### config.mk
export PLATFORM = sky130hd
export DESIGN_NAME = lcd_cmd_arbiter
export DESIGN_NICKNAME = d
export VERILOG_FILES = /design/src/rtl/lcd_cmd_arbiter.sv
export SDC_FILE = /design/constraint.sdc
export NUM_CORES = 1
export LEC_CHECK = 0
export ABC_AREA = 0
export CORE_AREA = 2 2 124 78
export DETAILED_ROUTE_END_ITERATION = 10
export DIE_AREA = 0 0 126 80
export GPL_TIMING_DRIVEN = 0
export SLEW_MARGIN = 20
export SYNTH_ARGS = -nofsm -noshare
export SYNTH_HDL_FRONTEND = slang
export SYNTH_SLANG_ARGS = --single-unit
export TNS_END_PERCENT = 10
### constraint.sdc
create_clock -name iCLK -period 2.65 [get_ports iCLK]
set_input_delay 0.53 -clock iCLK [delete_from_list [all_inputs] [get_ports iCLK]]
set_output_delay 0.53 -clock iCLK [all_outputs]
set_load 0.03 [all_outputs]
### src/rtl/lcd_cmd_arbiter.sv
// lcd_cmd_arbiter: plays the LCD init sequence, then round-robin arbitrates two byte-write clients onto one controller
module lcd_cmd_arbiter #(
  parameter int DLY_W = 18,
  parameter logic [DLY_W-1:0] DLY_MAX = 18'h3FFFE
) (
  input  logic       iCLK,
  input  logic       iRST_N,
  input  logic       iREQ0,
  input  logic       iREQ1,
  input  logic [7:0] iDATA0,
  input  logic [7:0] iDATA1,
  input  logic       iRS0,
  input  logic       iRS1,
  output logic       oACK0,
  output logic       oACK1,
  output logic       oBUSY,
  output logic       oINIT_DONE,
  output logic [7:0] oLCD_DATA,
  output logic       oLCD_RS,
  output logic       oLCD_Start,
  input  logic       iLCD_Done
);
  typedef enum logic [1:0] {ARB, START, DLY, DONE} state_t;
  state_t r_state, w_state_n;
  logic [2:0] r_idx, w_idx_n;
  logic [DLY_W-1:0] r_cnt, w_cnt_n;
  logic [7:0] r_data, w_data_n, w_init_cmd;
  logic r_rr, w_rr_n, r_init_done, w_init_done_n, r_ack0, w_ack0_n, r_ack1, w_ack1_n;
  logic r_busy, r_rs, w_rs_n, r_start, w_start_n;
  logic w_init_pend, w_cli, w_win;
  assign w_init_cmd = r_idx == 3'd0 ? 8'h38 : r_idx == 3'd1 ? 8'h0C : r_idx == 3'd2 ? 8'h01 :
                      r_idx == 3'd3 ? 8'h06 : 8'h80;
  assign w_init_pend = !r_init_done && (r_idx < 3'd5);
  assign w_cli = r_init_done && (iREQ0 || iREQ1);
  assign w_win = (iREQ0 && iREQ1) ? r_rr : iREQ1;
  // DONE arbitrates like ARB so a pending command costs no extra idle cycle
  always_comb begin
    w_state_n = r_state;
    w_idx_n = r_idx;
    w_cnt_n = r_cnt;
    w_data_n = r_data;
    w_rs_n = r_rs;
    w_rr_n = r_rr;
    w_init_done_n = r_init_done;
    w_ack0_n = 1'b0;
    w_ack1_n = 1'b0;
    w_start_n = r_start;
    case (r_state)
      ARB, DONE: begin
        if (r_state == DONE && !r_init_done && r_idx == 3'd5) w_init_done_n = 1'b1;
        if (w_init_pend || w_cli) begin
          w_state_n = START;
          w_start_n = 1'b1;
          w_data_n = w_init_pend ? w_init_cmd : (w_win ? iDATA1 : iDATA0);
          w_rs_n = !w_init_pend && (w_win ? iRS1 : iRS0);
          w_idx_n = w_init_pend ? r_idx + 3'd1 : r_idx;
          w_ack0_n = !w_init_pend && !w_win;
          w_ack1_n = !w_init_pend && w_win;
          w_rr_n = w_init_pend ? r_rr : !w_win;
        end else begin
          w_state_n = ARB;
        end
      end
      START: begin
        if (iLCD_Done) begin
          w_start_n = 1'b0;
          w_cnt_n = '0;
          w_state_n = DLY;
        end
      end
      DLY: begin
        if (r_cnt < DLY_MAX) begin
          w_cnt_n = r_cnt + DLY_W'(1);
        end else begin
          w_cnt_n = '0;
          w_state_n = DONE;
        end
      end
      default: w_state_n = ARB;
    endcase
  end
  always_ff @(posedge iCLK or negedge iRST_N) begin
    if (!iRST_N) begin
      r_state <= ARB;
      r_idx <= '0;
      r_cnt <= '0;
      r_data <= '0;
      r_rs <= 1'b0;
      r_rr <= 1'b0;
      r_init_done <= 1'b0;
      r_ack0 <= 1'b0;
      r_ack1 <= 1'b0;
      r_start <= 1'b0;
      r_busy <= 1'b0;
    end else begin
      r_state <= w_state_n;
      r_idx <= w_idx_n;
      r_cnt <= w_cnt_n;
      r_data <= w_data_n;
      r_rs <= w_rs_n;
      r_rr <= w_rr_n;
      r_init_done <= w_init_done_n;
      r_ack0 <= w_ack0_n;
      r_ack1 <= w_ack1_n;
      r_start <= w_start_n;
      r_busy <= w_state_n != ARB;
    end
  end
  assign oACK0 = r_ack0;
  assign oACK1 = r_ack1;
  assign oBUSY = r_busy;
  assign oINIT_DONE = r_init_done;
  assign oLCD_DATA = r_data;
  assign oLCD_RS = r_rs;
  assign oLCD_Start = r_start;
endmodule

==> results of run 1 <==
==> synthesized netlist by cell type (all sizes together) (2+ instances only) <==
cell and instances:
a2bb2oi 3, nand4 3, a41oi 2, nor4 3, o21ai 17, o22ai 3, dfrtp 38, o311ai 6
a21o 2, mux2i 9, nand3 16, buf 2, or3 5, or2 2, a31oi 2, clkbuf 4
nand2 33, nor3 3, a21oi 10, o21a 2, nor2 10, mux2 5, o31ai 4, o41ai 2
ha 9, inv 14
==> critical path, stage by stage, from the launching register on <==
cell and delay [ps]:
dfrtp_1 410, inv_1 70, ha_1 260, mux2i_1 780
clkbuf_1 500, nor2_1 170, nor2_1 150
==> power breakdown <==
part	total, mW	leakage (nW)	switching [mW]	internal [mW]
clock network	0.584	0.0688	0.221	0.363
logic	1.26	0.630	0.752	0.509
registers	0.844	0.505	0.121	0.723
==> logic make-up (layout without fill, tap and decap cells) <==
| kind of cell | count (synthesis) | after routing | synth area share [%] |
|---|---|---|---|
| mux | 14 | 14 | 6.72 |
| fa+ha+maj | 9 | 9 | 5.17 |
| buf+inv | 20 | 63 | 3.85 |
| compound gates | 60 | 60 | 20.4 |
| flops | 38 | 38 | 43.6 |
| xor+xnor | 2 | 2 | 0.804 |
| simple gates | 80 | 80 | 19.5 |
==> sequential cells by signal, summed over array words and instances (netlist names) <==
signal	count
oINIT_DONE	1
r_state	2
r_idx	3
oBUSY	1
oLCD_Start	1
oACK0	1
oLCD_DATA	8
r_rr	1
oLCD_RS	1
r_cnt	18
oACK1	1
==> through the flow <==
step / hold slack [ps] / area [µm²] / cells
final: 151 / 2840 / 382
after global routing: 159 / 2840 / 382
after CTS: 160 / 2840 / 382
after detailed placement: 461 / 2700 / 376
after global placement: 462 / 2690 / 375
after floorplan: 234 / 2180 / 223
==> routing by layer <==
| layer | GRT usage [%] | routed length [µm] | vias to the layer above |
|---|---|---|---|
| met4 | 4.29 | 76 | 0 |
| met3 | 3.22 | 223 | 5 |
| met1 | 18.1 | 3060 | 868 |
| li1 | - | - | 902 |
| met2 | 15.5 | 2070 | 34 |
| met5 | 0 | 0 | - |
==> placed cells by master, fill, tap and decap left out, types with 9 or more instances in the layout <==
master	count
a21oi_1	10
clkdlybuf4s50_1	35
dfrtp_1	38
ha_1	9
inv_1	14
mux2i_1	9
nand2_1	33
nand3_1	16
nor2_1	10
o21ai_0	16
==> final timing paths <==
path                           endpoint  slack (ps)  depth (start not counted)
max reg2reg                   r_cnt[17]         240                          6
min in group iCLK          oLCD_DATA[6]         480                          2
min reg2reg                oLCD_DATA[6]         480                          2
max in group asynchronous  oLCD_DATA[4]        2050                          2
max                           r_cnt[17]         240                          6
min                           r_cnt[16]         150                          1
==> cell type report <==
type                       instances  area (µm²)  area share (%)
multi-input combinational        165        1140            40.3
sequential                        38         951            33.5
timing repair buffer              37         375            13.2
tap                              116         145            5.11
clock buffer                       6         139            4.89
inverter                          14        52.6            1.85
buffer                             6        31.3            1.10
==> run summary, run 1 <==
Worst slew pin tran -> 885 ps
Vias in the first global route -> 1776
Clk_lat worst skew -> 280 ps
Worst VDD drop -> 297 µV
Area growth from synthesis to layout -> 30.3%
Total CTS buffers -> 5
Die height -> 80 µm
Max clock buf depth -> 2
CTS tree -> done
Setup CP Type -> register to register
Wire length per cell -> 14.2 µm
Post-route DRC -> 0
Fmax -> 415 MHz
TritonRoute pass-1 iters -> 4
Rows -> 27
Final worst-path cycle share -> 90.9%
Congestion Overflow GR -> 0
Hpwl dp -> 4190 µm
Slew margin rel. -> 39.3%
Fraction of layout cells with a size suffix above 1 -> 10.9%
CP max FO -> 10
Distinct cells, synth -> 47
Critical path data required time -> 2860 ps
Initial antenna violation count -> 0
Worst setup SP type -> register
Warnings, synthesis -> 0
First-iteration detailed-routing DRC count -> 73
Placer Congestion -> 0.831
Post-place setup slack -> 46.2 ps
Antenna fix cells -> 0
Setup TNS -> 0 ps
Post_cts resized -> 0
Total GRT Usage -> 11.9%
EDFF count, synth -> 0
Largest net degree at the start of global routing -> 27
Status -> completed
CTS Root Cell -> clkbuf_16
Final core occ -> 31.8%
Vias post-DR -> 1809
CP Launch Point -> r_state[1]
Post-Synthesis Cell Area -> 0.00218 mm²
Slew Limit Fails -> 0
Worst Setup End Kind -> register
Full die area -> 0.0101 mm²
I/O pins -> 37
Largest area contributor in the netlist -> dfrtp_1
FILL cells -> 937
Pwr/cell area -> 947 mW/mm²
Number of port buffers -> 36
Post-DRT Antenna Nets -> 0
Setup slack after layout -> 241 ps
Clk sinks -> 38
NumNets Final -> 299
Mean Syn Cell Area -> 9.77 µm²
Asr flop ratio synth -> 100%
Htree depth -> 2
Post-synth top area share -> 43.6%
First-pass GRT wire length -> 9270 µm
Post-synth net total -> 255
Setup bufs post-CTS -> 0
Routed vias/inst -> 4.74
Initial Util -> 24.4%
Area of the core -> 0.00892 mm²
Min-Delay Path Class -> input pin to async pin
Maxcap violations -> 0
Clock transition at the registers of the reported paths -> 50 ps
Post-synthesis sequential area ratio -> 43.6%
Synth top area cells -> dfrtp_1 (44%), nand2_1 (5.7%), ha_1 (5.2%)
# hold bufs at CTS -> 0
Minimum clock period -> 2410 ps
Die width -> 126 µm
Fin. Hold Viols -> 0
Mapped Cells -> 223
#FFs+latches synth -> 38
RSZ-0062 raised after global routing -> no
Final Skew -> 3.38 ps
Prevailing post-synth register cell -> dfrtp_1
Worst Path Arrival -> 2620 ps
LEAKAGE -> 1.20 nW
Final wirelength -> 5430 µm
# setup viols final -> 0
R2r startpoint -> r_state[1]
Final Power -> 2.69 mW
Note: power is estimated with default switching activity, not from simulation.
==> inputs of run 2 (changes only) <==
--- a/config.mk
+++ b/config.mk
@@ -10,6 +10,9 @@
 export DETAILED_ROUTE_END_ITERATION = 10
 export DIE_AREA = 0 0 126 80
 export GPL_TIMING_DRIVEN = 0
+export MAX_ROUTING_LAYER = met4
+export PLACE_DENSITY = 0.43
+export SETUP_SLACK_MARGIN = 0.02
 export SLEW_MARGIN = 20
 export SYNTH_ARGS = -nofsm -noshare
 export SYNTH_HDL_FRONTEND = slang
==> run 2 against run 1 <==
- die area is the same
- power increased by 4.3%
- clock skew up 5.4 ps
- register-to-register slack improved by 140 ps
- via count increased by 0.11%
- maximum frequency rose by 6.2%
- critical path type unchanged
- largest power group unchanged
==> run summary, run 2 (synthesized netlist as in run 1, its figures left out) <==
Hpwl dp -> 4190 µm (about the same)
Worst setup SP type -> register (unchanged)
Biggest register -> r_cnt (unchanged)
Critical R2R Capture -> r_cnt[17] (unchanged)
First-pass GRT wire length -> 9430 µm (was 9270 µm)
Most used cell along the critical path -> nor2_1 (unchanged)
Sequential fraction of design power -> 30.1% (was 31.4%)
Minimum clock period -> 2270 ps (was 2410 ps)
Clk_lat worst skew -> 280 ps (about the same)
Number of port buffers -> 36 (unchanged)
Maxcap violations -> 0 (unchanged)
Post_cts resized -> 0 (unchanged)
Min-Delay Path Class -> input pin to async pin (unchanged)
Initial antenna violation count -> 0 (unchanged)
Final wirelength -> 5570 µm (was 5430 µm)
Area of the core -> 0.00892 mm² (unchanged)
Critical Path End -> r_cnt[17] (unchanged)
Setup CP Type -> register to register (unchanged)
Pwr/cell area -> 978 mW/mm² (was 947 mW/mm²)
Net switching power -> 1.13 mW (was 1.09 mW)
Crit path cell chain -> inv_1, ha_1, mux2i_2, clkbuf_1, nor2_1, nor2_1 (was inv_1, ha_1, mux2i_1, clkbuf_1, nor2_1, nor2_1)
RSZ-0062 raised after global routing -> no (unchanged)
Area growth from synthesis to layout -> 31.6% (was 30.3%)
Slew margin rel. -> 48.4% (was 39.3%)
CP max FO -> 10 (unchanged)
CTS Root Cell -> clkbuf_16 (unchanged)
Most frequent cells in the layout -> dfrtp_1 (38), clkdlybuf4s50_1 (35), nand2_1 (33) (unchanged)
Vias post-DR -> 1811 (was 1809)
Largest net degree at the start of global routing -> 24 (was 27)
Die height -> 80 µm (unchanged)
Fraction of layout cells with a size suffix above 1 -> 11.9% (was 10.9%)
Initial Util -> 24.4% (unchanged)
Final worst-path cycle share -> 85.6% (was 90.9%)
Fin. Hold Viols -> 0 (unchanged)
First-iteration detailed-routing DRC count -> 137 (was 73)
Post-route DRC -> 0 (unchanged)
Full die area -> 0.0101 mm² (unchanged)
Final Cell Area -> 0.00287 mm² (was 0.00284 mm²)
TritonRoute pass-1 iters -> 4 (unchanged)
Area of the multi-input gates -> 0.00115 mm² (was 0.00114 mm²)
I/O pins -> 37 (unchanged)
Die width -> 126 µm (unchanged)
Status -> completed (unchanged)
CP Launch Point -> r_state[1] (unchanged)
Worst Path Arrival -> 2470 ps (was 2620 ps)
Worst VDD drop -> 274 µV (was 297 µV)
Internal power -> 1.68 mW (was 1.60 mW)
Clock transition at the registers of the reported paths -> 60 ps (was 50 ps)
Worst Setup End Kind -> register (unchanged)
CP top delay family -> multiplexers (unchanged)
Htree depth -> 2 (unchanged)
Final Skew -> 8.79 ps (was 3.38 ps)
Post-DRT Antenna Nets -> 0 (unchanged)
CP max-delay cell -> mux2i_2 (was mux2i_1)
# setup viols final -> 0 (unchanged)
Commonest non-fill, non-tap cell in the layout -> dfrtp_1 (unchanged)
R2r startpoint -> r_state[1] (unchanged)
Setup slack after layout -> 382 ps (was 241 ps)
R2R depth -> 6 (unchanged)
Clock power frac -> 24.5% (was 21.7%)
Vias in the first global route -> 1782 (was 1776)
Fmax -> 441 MHz (was 415 MHz)
Routed vias/inst -> 4.72 (was 4.74)
Flop-to-flop setup slack -> 380 ps (was 240 ps)
Crit path buf inv count -> 2 (unchanged)
Antenna fix cells -> 0 (unchanged)
CTS tree -> done (unchanged)
Rows -> 27 (unchanged)
Worst slew pin tran -> 774 ps (was 885 ps)
Largest register FFs -> 18 (unchanged)
Placer Congestion -> 0.803 (was 0.831)
LEAKAGE -> 1.22 nW (was 1.20 nW)
Slew Limit Fails -> 0 (unchanged)
Wire length per cell -> 14.5 µm (was 14.2 µm)
# hold bufs at CTS -> 0 (unchanged)
Total CTS buffers -> 5 (unchanged)
Fin Hold WS -> 179 ps (was 151 ps)
Clk sinks -> 38 (unchanged)
Critical path data required time -> 2860 ps (about the same)
Setup bufs post-CTS -> 0 (unchanged)
Post-DP Area -> 0.00270 mm² (unchanged)
Congestion Overflow GR -> 0 (unchanged)
Post-place setup slack -> -36.0 ps (was 46.2 ps)
Total GRT Usage -> 12.1% (was 11.9%)
FILL cells -> 931 (was 937)
Sequential Area -> 951 µm² (unchanged)
Sw frac -> 40.2% (was 40.7%)
Logic pwr share -> 45.4% (was 46.9%)
CP peak stage delay -> 590 ps (was 780 ps)
Levels on crit path -> 6 (unchanged)
Max clock buf depth -> 2 (unchanged)
NumNets Final -> 299 (unchanged)
[run 2: changes by cell type in the layout (fill, tap and decap cells not counted)]
cell       previous run  this run
mux2i_2               0         1
mux2i_1               9         8
clkbuf_8              1         0
bufinv_16             0         1
clkinv_2              0         2
[run 2: power by group through the flow]
| stage | clock, mW | combinational, mW | sequential, mW |
|---|---|---|---|
| floorplan | 0 | 0.689 | 0.983 |
| global placement | 0 | 1.28 | 0.849 |
| detailed placement | 0 | 1.27 | 0.854 |
| CTS | 0.707 | 1.28 | 0.846 |
| global route | 0.733 | 1.41 | 0.869 |
| finish | 0.686 | 1.27 | 0.844 |
[run 2: worst min path at each step]
stage / startpoint / to / depth (start not counted)
6_report: iRST_N / r_cnt[4] / 1
2_1_floorplan: iRST_N / oACK0 / 0
3_3_place_gp: oLCD_DATA[0] / oLCD_DATA[0] / 2
5_1_grt: iRST_N / r_cnt[4] / 1
4_1_cts: iRST_N / r_cnt[2] / 1
3_5_place_dp: oLCD_DATA[7] / oLCD_DATA[7] / 2
[run 2: per-layer routing]
layer  global-route usage [%]  wire length, µm  vias to the layer above
met5                        -                0                        -
met4                     2.64               21                        0
met3                     2.28              151                        2
met2                     16.0             2130                       32
met1                     18.6             3270                      872
li1                         -                -                      905
[run 2: worst register-to-register path: stages (launching register included)]
cell and delay [ps]:
dfrtp_1 410, inv_1 70, ha_1 290, mux2i_2 590, clkbuf_1 500, nor2_1 190, nor2_1 150
[run 2: final cells by class]
| class | instances | share of cell area, % |
|---|---|---|
| Buffer | 6 | 1.09 |
| Clock buffer | 5 | 4.36 |
| Clock inverter | 3 | 1.40 |
| Inverter | 14 | 1.83 |
| Multi-Input combinational cell | 165 | 40.0 |
| Sequential cell | 38 | 33.1 |
| Tap cell | 116 | 5.06 |
| Timing Repair Buffer | 37 | 13.1 |
[run 2: per-stage QoR]
stage / TNS, ps / total power, mW / util, % / std cells
final: 0 / 2.80 / 32.2 / 384
after floorplan: 0 / 1.67 / - / 223
after detailed placement: -50.0 / 2.13 / 30.3 / 376
after global placement: -4060 / 2.13 / 30.1 / 375
after CTS: 0 / 2.83 / 32.1 / 384
after global routing: 0 / 3.01 / 32.2 / 384
